==> src/rtl/alu16_sequencer_if.sv <==
// Start/done handshake bundle between the instruction decoder and the 16-bit ALU sequencer.
// The decoder uses the master modport and the sequencer uses the slave modport.
interface alu16_sequencer_if #(
  parameter int WORD_WIDTH = 16
);
  logic                  i_start;
  logic [2:0]            i_op;
  logic [WORD_WIDTH-1:0] i_data_A;
  logic [WORD_WIDTH-1:0] i_data_B;
  logic                  i_carry;
  logic                  o_busy;
  logic                  o_done;
  logic [WORD_WIDTH-1:0] o_result;
  logic                  o_zero;
  logic                  o_subtract;
  logic                  o_half_carry;
  logic                  o_carry;

  modport master (
    output i_start, i_op, i_data_A, i_data_B, i_carry,
    input  o_busy, o_done, o_result, o_zero, o_subtract, o_half_carry, o_carry
  );

  modport slave (
    input  i_start, i_op, i_data_A, i_data_B, i_carry,
    output o_busy, o_done, o_result, o_zero, o_subtract, o_half_carry, o_carry
  );
endinterface

==> src/rtl/alu16_sequencer.sv <==
// Two-pass 16-bit ADD/ADC/SUB/SBC/INC/DEC built around a single half-width adder,
// producing Game Boy style Z/N/H/C flags.
module alu16_sequencer #(
  parameter int WORD_WIDTH = 16
) (
  input  logic i_clk,
  input  logic i_reset,
  alu16_sequencer_if.slave bus
);
  localparam int HALF_W = WORD_WIDTH / 2;
  localparam int NIB_W  = HALF_W - 4;

  typedef enum logic [1:0] {IDLE, LOW, HIGH, DONE} state_t;

  state_t                state, state_next;
  logic                  accept;
  logic [2:0]            op_q;
  logic [WORD_WIDTH-1:0] a_q, b_q;
  logic                  carry_in_q;
  logic [HALF_W-1:0]     lo_sum;
  logic                  mid_carry;
  logic [WORD_WIDTH-1:0] result;
  logic                  zero, subtract, half_carry, carry;
  logic                  busy, done;

  logic [WORD_WIDTH-1:0] b_sel;
  logic                  cin_sel;
  logic                  sub_op;
  logic [HALF_W-1:0]     add_x, add_y;
  logic                  add_c;
  logic [HALF_W:0]       add_sum;
  logic                  add_h;
  logic [WORD_WIDTH-1:0] full_sum;

  function automatic logic [HALF_W:0] add_half(input logic [HALF_W-1:0] x,
                                               input logic [HALF_W-1:0] y,
                                               input logic c);
    add_half = {1'b0, x} + {1'b0, y} + {{HALF_W{1'b0}}, c};
  endfunction

  // Carry out of the top bit of the low nibble field of a half-width add.
  function automatic logic nib_carry(input logic [HALF_W-1:0] x,
                                     input logic [HALF_W-1:0] y,
                                     input logic c);
    logic [NIB_W:0] s;
    s = {1'b0, x[NIB_W-1:0]} + {1'b0, y[NIB_W-1:0]} + {{NIB_W{1'b0}}, c};
    nib_carry = s[NIB_W];
  endfunction

  assign accept = bus.i_start && ((state == IDLE) || (state == DONE));

  always_ff @(posedge i_clk or posedge i_reset) begin
    if (i_reset) state <= IDLE;
    else         state <= state_next;
  end

  always_comb begin
    state_next = state;
    case (state)
      IDLE:    if (bus.i_start) state_next = LOW;
      LOW:     state_next = HIGH;
      HIGH:    state_next = DONE;
      DONE:    state_next = bus.i_start ? LOW : IDLE;
      default: state_next = IDLE;
    endcase
  end

  always_comb begin
    busy = (state == LOW) || (state == HIGH);
    done = (state == DONE);
  end

  // Subtraction forms are two's complement add with an inverted carry sense.
  always_comb begin
    b_sel   = b_q;
    cin_sel = 1'b0;
    sub_op  = 1'b0;
    case (op_q)
      3'b001: cin_sel = carry_in_q;
      3'b010: begin b_sel = ~b_q; cin_sel = 1'b1;        sub_op = 1'b1; end
      3'b011: begin b_sel = ~b_q; cin_sel = ~carry_in_q; sub_op = 1'b1; end
      3'b100: begin b_sel = '0;   cin_sel = 1'b1; end
      3'b101: begin b_sel = '1;   cin_sel = 1'b0;        sub_op = 1'b1; end
      default: ;
    endcase
  end

  always_comb begin
    add_x = a_q[HALF_W-1:0];
    add_y = b_sel[HALF_W-1:0];
    add_c = cin_sel;
    if (state == HIGH) begin
      add_x = a_q[WORD_WIDTH-1:HALF_W];
      add_y = b_sel[WORD_WIDTH-1:HALF_W];
      add_c = mid_carry;
    end
    add_sum  = add_half(add_x, add_y, add_c);
    add_h    = nib_carry(add_x, add_y, add_c);
    full_sum = {add_sum[HALF_W-1:0], lo_sum};
  end

  always_ff @(posedge i_clk or posedge i_reset) begin
    if (i_reset) begin
      op_q       <= '0;
      a_q        <= '0;
      b_q        <= '0;
      carry_in_q <= 1'b0;
      lo_sum     <= '0;
      mid_carry  <= 1'b0;
      result     <= '0;
      zero       <= 1'b0;
      subtract   <= 1'b0;
      half_carry <= 1'b0;
      carry      <= 1'b0;
    end else begin
      if (accept) begin
        op_q       <= bus.i_op;
        a_q        <= bus.i_data_A;
        b_q        <= bus.i_data_B;
        carry_in_q <= bus.i_carry;
      end
      // Low pass: keep the low half and the carry chained into the high pass.
      if (state == LOW) begin
        lo_sum    <= add_sum[HALF_W-1:0];
        mid_carry <= add_sum[HALF_W];
      end
      // High pass: the architected result and flags update only here.
      if (state == HIGH) begin
        result     <= full_sum;
        zero       <= (full_sum == '0);
        subtract   <= sub_op;
        half_carry <= add_h ^ sub_op;
        carry      <= add_sum[HALF_W] ^ sub_op;
      end
    end
  end

  assign bus.o_busy       = busy;
  assign bus.o_done       = done;
  assign bus.o_result     = result;
  assign bus.o_zero       = zero;
  assign bus.o_subtract   = subtract;
  assign bus.o_half_carry = half_carry;
  assign bus.o_carry      = carry;
endmodule

==> src/flat_wrapper.sv <==
// flat-port wrapper written by rule: the top's interface ports become plain ports
module alu16_sequencer_flat 
#(
  parameter int WORD_WIDTH = 16
)
  (i_clk, i_reset, bus_i_start, bus_i_op, bus_i_data_A, bus_i_data_B, bus_i_carry, bus_o_busy, bus_o_done, bus_o_result, bus_o_zero, bus_o_subtract, bus_o_half_carry, bus_o_carry);
  alu16_sequencer_if #(.WORD_WIDTH(WORD_WIDTH)) bus_i ();
  input  logic i_clk;
  input  logic i_reset;
  input wire logic [$bits(bus_i.i_start)-1:0] bus_i_start;
  input wire logic [$bits(bus_i.i_op)-1:0] bus_i_op;
  input wire logic [$bits(bus_i.i_data_A)-1:0] bus_i_data_A;
  input wire logic [$bits(bus_i.i_data_B)-1:0] bus_i_data_B;
  input wire logic [$bits(bus_i.i_carry)-1:0] bus_i_carry;
  output wire logic [$bits(bus_i.o_busy)-1:0] bus_o_busy;
  output wire logic [$bits(bus_i.o_done)-1:0] bus_o_done;
  output wire logic [$bits(bus_i.o_result)-1:0] bus_o_result;
  output wire logic [$bits(bus_i.o_zero)-1:0] bus_o_zero;
  output wire logic [$bits(bus_i.o_subtract)-1:0] bus_o_subtract;
  output wire logic [$bits(bus_i.o_half_carry)-1:0] bus_o_half_carry;
  output wire logic [$bits(bus_i.o_carry)-1:0] bus_o_carry;
  assign bus_i.i_start = bus_i_start;
  assign bus_i.i_op = bus_i_op;
  assign bus_i.i_data_A = bus_i_data_A;
  assign bus_i.i_data_B = bus_i_data_B;
  assign bus_i.i_carry = bus_i_carry;
  assign bus_o_busy = bus_i.o_busy;
  assign bus_o_done = bus_i.o_done;
  assign bus_o_result = bus_i.o_result;
  assign bus_o_zero = bus_i.o_zero;
  assign bus_o_subtract = bus_i.o_subtract;
  assign bus_o_half_carry = bus_i.o_half_carry;
  assign bus_o_carry = bus_i.o_carry;
  alu16_sequencer #(.WORD_WIDTH(WORD_WIDTH)) u_core (.i_clk(i_clk), .i_reset(i_reset), .bus(bus_i));
endmodule
==> config.mk <==
export PLATFORM = sky130hd
export DESIGN_NAME = alu16_sequencer_flat
export DESIGN_NICKNAME = d
export VERILOG_FILES = /design/src/rtl/alu16_sequencer_if.sv /design/src/rtl/alu16_sequencer.sv /design/src/flat_wrapper.sv
export SDC_FILE = /design/constraint.sdc
export NUM_CORES = 1
export LEC_CHECK = 0
export CORE_MARGIN = 2
export CORE_UTILIZATION = 39
export DETAILED_ROUTE_END_ITERATION = 12
export PLACE_DENSITY = 0.66
export RECOVER_POWER = 100
export REMOVE_ABC_BUFFERS = 1
export SLEW_MARGIN = 20
export SYNTH_ARGS = -nofsm -noshare
export SYNTH_HDL_FRONTEND = slang
export SYNTH_SLANG_ARGS = --single-unit
==> constraint.sdc <==
create_clock -name i_clk -period 3.7 [get_ports i_clk]
set_clock_uncertainty 0.05 [all_clocks]
set_input_delay 0.555 -clock i_clk [delete_from_list [all_inputs] [get_ports i_clk]]
set_output_delay 0.555 -clock i_clk [all_outputs]
set_load 0.05 [all_outputs]
======== Word level (Yosys, flattened, before mapping) ========
Cells that the tools add are included.
operators by class
  reductions and logical operators ........ 8
  equal/unequal tests ..................... 9
  add/subtract/negate cells ............... 4
  bitwise gates (word level) .............. 4
  muxes and demuxes ....................... 9
operators by type and width
  operator                                              number
  case mux 16 bit (3 select lines)                      1
  zero test 16 bit                                      1
  2-to-1 mux 8 bit                                      2
  inverter 16 bit                                       1
  adder 8 x 8 -> 9 bit                                  1
  adder 9 x 1 -> 9 bit                                  1
  case mux 2 bit (4 select lines)                       1
  equality test 3 x 2 -> 1 bit (second input constant)  2
  equality test 3 bit (second input constant)           2
  adder 4 x 4 -> 5 bit                                  1
  adder 5 x 1 -> 5 bit                                  1
  equality test 2 bit (second input constant)           2
  OR reduction 2 bit                                    2
  equality test 3 x 1 -> 1 bit (second input constant)  1
  2-to-1 mux 1 bit                                      3
  case mux 1 bit (3 select lines)                       1
  OR reduction 3 bit                                    1
  equality test 2 x 1 -> 1 bit (second input constant)  1
  zero test 2 bit                                       1
  logical OR 1 bit                                      2
  2-to-1 mux 2 bit                                      1
  inequality test 2 bit (second input constant)         1
  XOR 1 bit                                             2
  logical AND 1 bit                                     1
  inverter 1 bit                                        1
word-level totals
  flip-flop bits (word level) ............. 67
  output and inout port bits .............. 22

======== Longest topological paths before layout ========
  word-level depth ........................ 7
  mapped depth ............................ 16

======== Worst setup path after synthesis ========
No wires, ideal clock.
  path kind ............................... reg-to-reg
  start ................................... register u_core.state[0]
  end ..................................... register u_core.carry, in the netlist u_core.bus.o_carry
  clock period less this slack ............ 3.540 ns
  library setup time ...................... 0.082 ns
  path buffers ............................ 3
  stages on the path, launching flop included .. 16
  data required time ...................... 3.568 ns
  setup slack ............................. 0.160 ns
  data arrival time ....................... 3.408 ns
  cells stage by stage .................... dfrtp_1 -> inv_1 -> ha_1 -> buf_2 -> buf_2 -> clkbuf_1 -> mux2i_1 -> fa_1 -> inv_1 -> fa_1 -> a21oi_2 -> nor2_1 -> o31a_1 -> o21a_1 -> or3_1 -> a31oi_1
on the way
  longest elaborated chain between the ends .. 5
RTL lines
  what                      line                                           source
  start: declaration        alu16_sequencer.sv:15                          state_t state, state_next;
  start signal: assignment  alu16_sequencer.sv:54                          else state <= state_next;
  equality test 2 bit (*)   alu16_sequencer.sv:92, alu16_sequencer.sv:128
  2-to-1 mux 8 bit          alu16_sequencer.sv:92                          if (state == HIGH) begin
  adder 8 x 8 -> 9 bit      alu16_sequencer.sv:38                          add_half = {1'b0, x} + {1'b0, y} + {{HALF_W{1'b0}}, c};
  adder 9 x 1 -> 9 bit      alu16_sequencer.sv:38
  XOR 1 bit                 alu16_sequencer.sv:133                         carry <= add_sum[HALF_W] ^ sub_op;
  end signal: assignment    alu16_sequencer.sv:133
  end: declaration          alu16_sequencer.sv:23                          logic zero, subtract, half_carry, carry;
Mark *: on every way between the ends. The rest lies on a longest branch, timed or not.
A chain may end at the register's enable or synchronous reset.

======== Worst setup path after layout ========
  start ................................... register u_core.state[0]
  end ..................................... register u_core.zero, in the netlist u_core.bus.o_zero
on the way
  longest elaborated chain between the ends .. 5
RTL lines
  what                      line                    source
  equality test 2 bit (*)   alu16_sequencer.sv:92
  2-to-1 mux 8 bit          alu16_sequencer.sv:92
  adder 8 x 8 -> 9 bit      alu16_sequencer.sv:38
  adder 9 x 1 -> 9 bit (*)  alu16_sequencer.sv:38
  net u_core.add_sum[1]     alu16_sequencer.sv:31   logic [HALF_W:0] add_sum;
  zero test 16 bit (*)      alu16_sequencer.sv:130  zero <= (full_sum == '0);
  end signal: assignment    alu16_sequencer.sv:130
  end: declaration          alu16_sequencer.sv:23
The timed path passes the listed nets; every way through them passes the cells marked *.

==> flow_metrics.env <==
export IMPL_outcome="complete, but fails checks"
export IMPL_violations="capacitance limit, slew limit"
export IMPL_area_growth_pct=26.9
export IMPL_die_w_um=95.3
export IMPL_die_h_um=95.3
export IMPL_arrival_ps=3700
export IMPL_antenna_cells=0
export IMPL_antenna_left=0
export IMPL_setup_viol=0
export IMPL_die_area_um2=9090
export IMPL_firstDrtPassIters=4
export IMPL_ys_ff_latch=67
export IMPL_worst_pin_slew_ps=1680
export IMPL_period_share=0.945
export IMPL_grt_usage=0.145
export IMPL_worstSetupEndpointType="flop"
export IMPL_finalMaxSlewViolations=105
export IMPL_syn_area_per_cell_um2=12.7
export IMPL_syn_area_um2=3250
export IMPL_postCtsHoldBufs=0
export IMPL_tritoncts="built"
export IMPL_grt_pass1_vias=2115
export IMPL_slew_headroom=-0.124
export IMPL_post_drt_via_cell_ratio=4.94
export IMPL_clock_fmax_ghz=0.286
export IMPL_vias=2131
export IMPL_cts_sinks=67
export IMPL_drive_above_1_share=0.261
export IMPL_holdCritPathClass="flop to flop"
export IMPL_clk_latency_ps=340
export IMPL_nets=375
export IMPL_cts_root_buf="clkbuf_8"
export IMPL_grt_max_degree=68
export IMPL_rsz0062_at_grt="no"
export IMPL_grt_overflow=0
export IMPL_drcViolationCount=0
export IMPL_cts_buffer_depth=2
export IMPL_numCtsBuffers=9
export IMPL_crit_type="flop to flop"
export IMPL_post_cts_buffers=0
export IMPL_hold_viol_final=0
export IMPL_core_um2=8130
export IMPL_drt_total_wl_um=5980
export IMPL_cap_violations=2
export IMPL_drtIter0Drc=86
export IMPL_fill_cells=707
export IMPL_antenna_found_initial=0
export IMPL_crit_fanout=7
export IMPL_gp_congestion=0.745
export IMPL_layout_commonest_cell="dfrtp_1"
export IMPL_cts_htree_levels=3
export IMPL_fin_ws_ps=203
export IMPL_initial_utilization=0.400
export IMPL_dp_hpwl_um=4430
export IMPL_ys_types=36
export IMPL_fin_crit_ps=3500
export IMPL_clk_pin_slew_ps=70
export IMPL_grt_pass1_wl_um=9920
export IMPL_rows=33
export IMPL_synth_warnings=0
export IMPL_dp_slack_ps=232
export IMPL_synth_seq_area_share=0.515
export IMPL_io_buffer_count=60
export IMPL_whs_ps=449
export IMPL_cts_resized=0
export IMPL_wire_per_inst_um=13.9
export IMPL_critPathLaunchType="flop"
export IMPL_io_pins=61
export IMPL_syn_inst=257
export IMPL_critPathRequiredTime_ps=3900
export IMPL_most_common_layout_cells="dfrtp_1, mux2_2, clkdlybuf4s50_1"
-- final timing paths --
| check | startpoint | end | slack (ps) | cells after the start |
|---|---|---|---|---|
| min | u_core.bus.o_result[1] | u_core.bus.o_result[1] | 450 | 1 |
| max | u_core.state[0] | u_core.bus.o_zero | 200 | 11 |
| min reg2reg | u_core.bus.o_result[1] | u_core.bus.o_result[1] | 450 | 1 |
| min in group asynchronous | i_reset | u_core.b_q[8] | 1150 | 3 |
| max reg2reg | u_core.state[0] | u_core.bus.o_zero | 200 | 11 |
| max in group asynchronous | i_reset | u_core.b_q[1] | 1450 | 3 |
-- registers in the layout, summed over array words and instances, names as in the netlist --
register / flops
u_core.a_q: 16
u_core.b_q: 16
u_core.bus.o_result: 16
u_core.lo_sum: 8
u_core.op_q: 3
u_core.state: 2
u_core.bus.o_carry: 1
u_core.bus.o_half_carry: 1
u_core.bus.o_subtract: 1
u_core.bus.o_zero: 1
u_core.carry_in_q: 1
u_core.mid_carry: 1
-- per-layer routing --
metal | GRT usage | routed length [um]
met1 | 0.197 | 2850
met5 | 0 | 0
met3 | 0.0348 | 298
met4 | 0.0809 | 152
met2 | 0.214 | 2680
-- critical path, cell delays in order, from the launching register on --
cell,delay [ps]
dfrtp_1,440
inv_1,130
ha_2,280
mux2i_1,250
o211ai_1,150
fa_1,470
inv_1,90
fa_1,450
nor4_1,250
nand4_1,120
or4_4,500
o31ai_1,210
-- through the flow --
| step | TNS (ps) | cell area, um2 | std cells | utilization |
|---|---|---|---|---|
| finish | 0 | 4130 | 431 | 0.507 |
| global route | 0 | 4130 | 431 | 0.507 |
| CTS | 0 | 4140 | 431 | 0.509 |
| detailed placement | 0 | 3980 | 416 | 0.490 |
| global placement | 0 | 3980 | 416 | 0.490 |
| floorplan | -1010 | 3210 | 247 | - |
-- kinds of logic after synthesis --
family / count (synthesis) / synth area share
adder cells (fa/ha/maj): 14 / 0.0585
buffers and inverters: 17 / 0.0208
flip-flops: 67 / 0.515
AO/OA/AOI/OAI: 40 / 0.0742
AND/OR/NAND/NOR: 39 / 0.0631
multiplexers: 74 / 0.252
XOR/XNOR: 6 / 0.0162
-- Yosys cell counts (all sizes together) --
cell    instances  area share
o211ai          2      0.0046
nand3           2      0.0031
mux2           63        0.22
or4             1      0.0035
ha             12       0.046
inv             7      0.0081
dfrtp          67        0.52
xnor2           5       0.013
a211oi          1      0.0038
nor4            2      0.0038
nand2           4      0.0046
nand4           1      0.0019
xor2            1      0.0027
clkbuf          2      0.0023
fa              2       0.012
o31a            1      0.0027
o21a            2      0.0046
o21ai          11       0.017
o31ai           2      0.0062
a21oi          18       0.029
nor3b           1      0.0023
nor4b           1      0.0027
or3             1      0.0019
mux2i          11       0.034
nor2b           5      0.0096
a31oi           2      0.0038
and2            1      0.0019
nor2           15       0.018
nand2b          5      0.0096
o22a            1      0.0027
buf             8       0.010
-- layout make-up --
type | instances | area (um2) | share of cell area
Tap cell | 105 | 131 | 0.0318
Multi-Input combinational cell | 173 | 1510 | 0.365
Clock buffer | 12 | 145 | 0.0352
Sequential cell | 67 | 1680 | 0.406
Inverter | 7 | 26.3 | 0.00637
Timing Repair Buffer | 64 | 628 | 0.152
Clock inverter | 3 | 15.0 | 0.00364
Power is not shown: default switching activity piles up to over one toggle a cycle in this logic, so the estimate is an artifact.
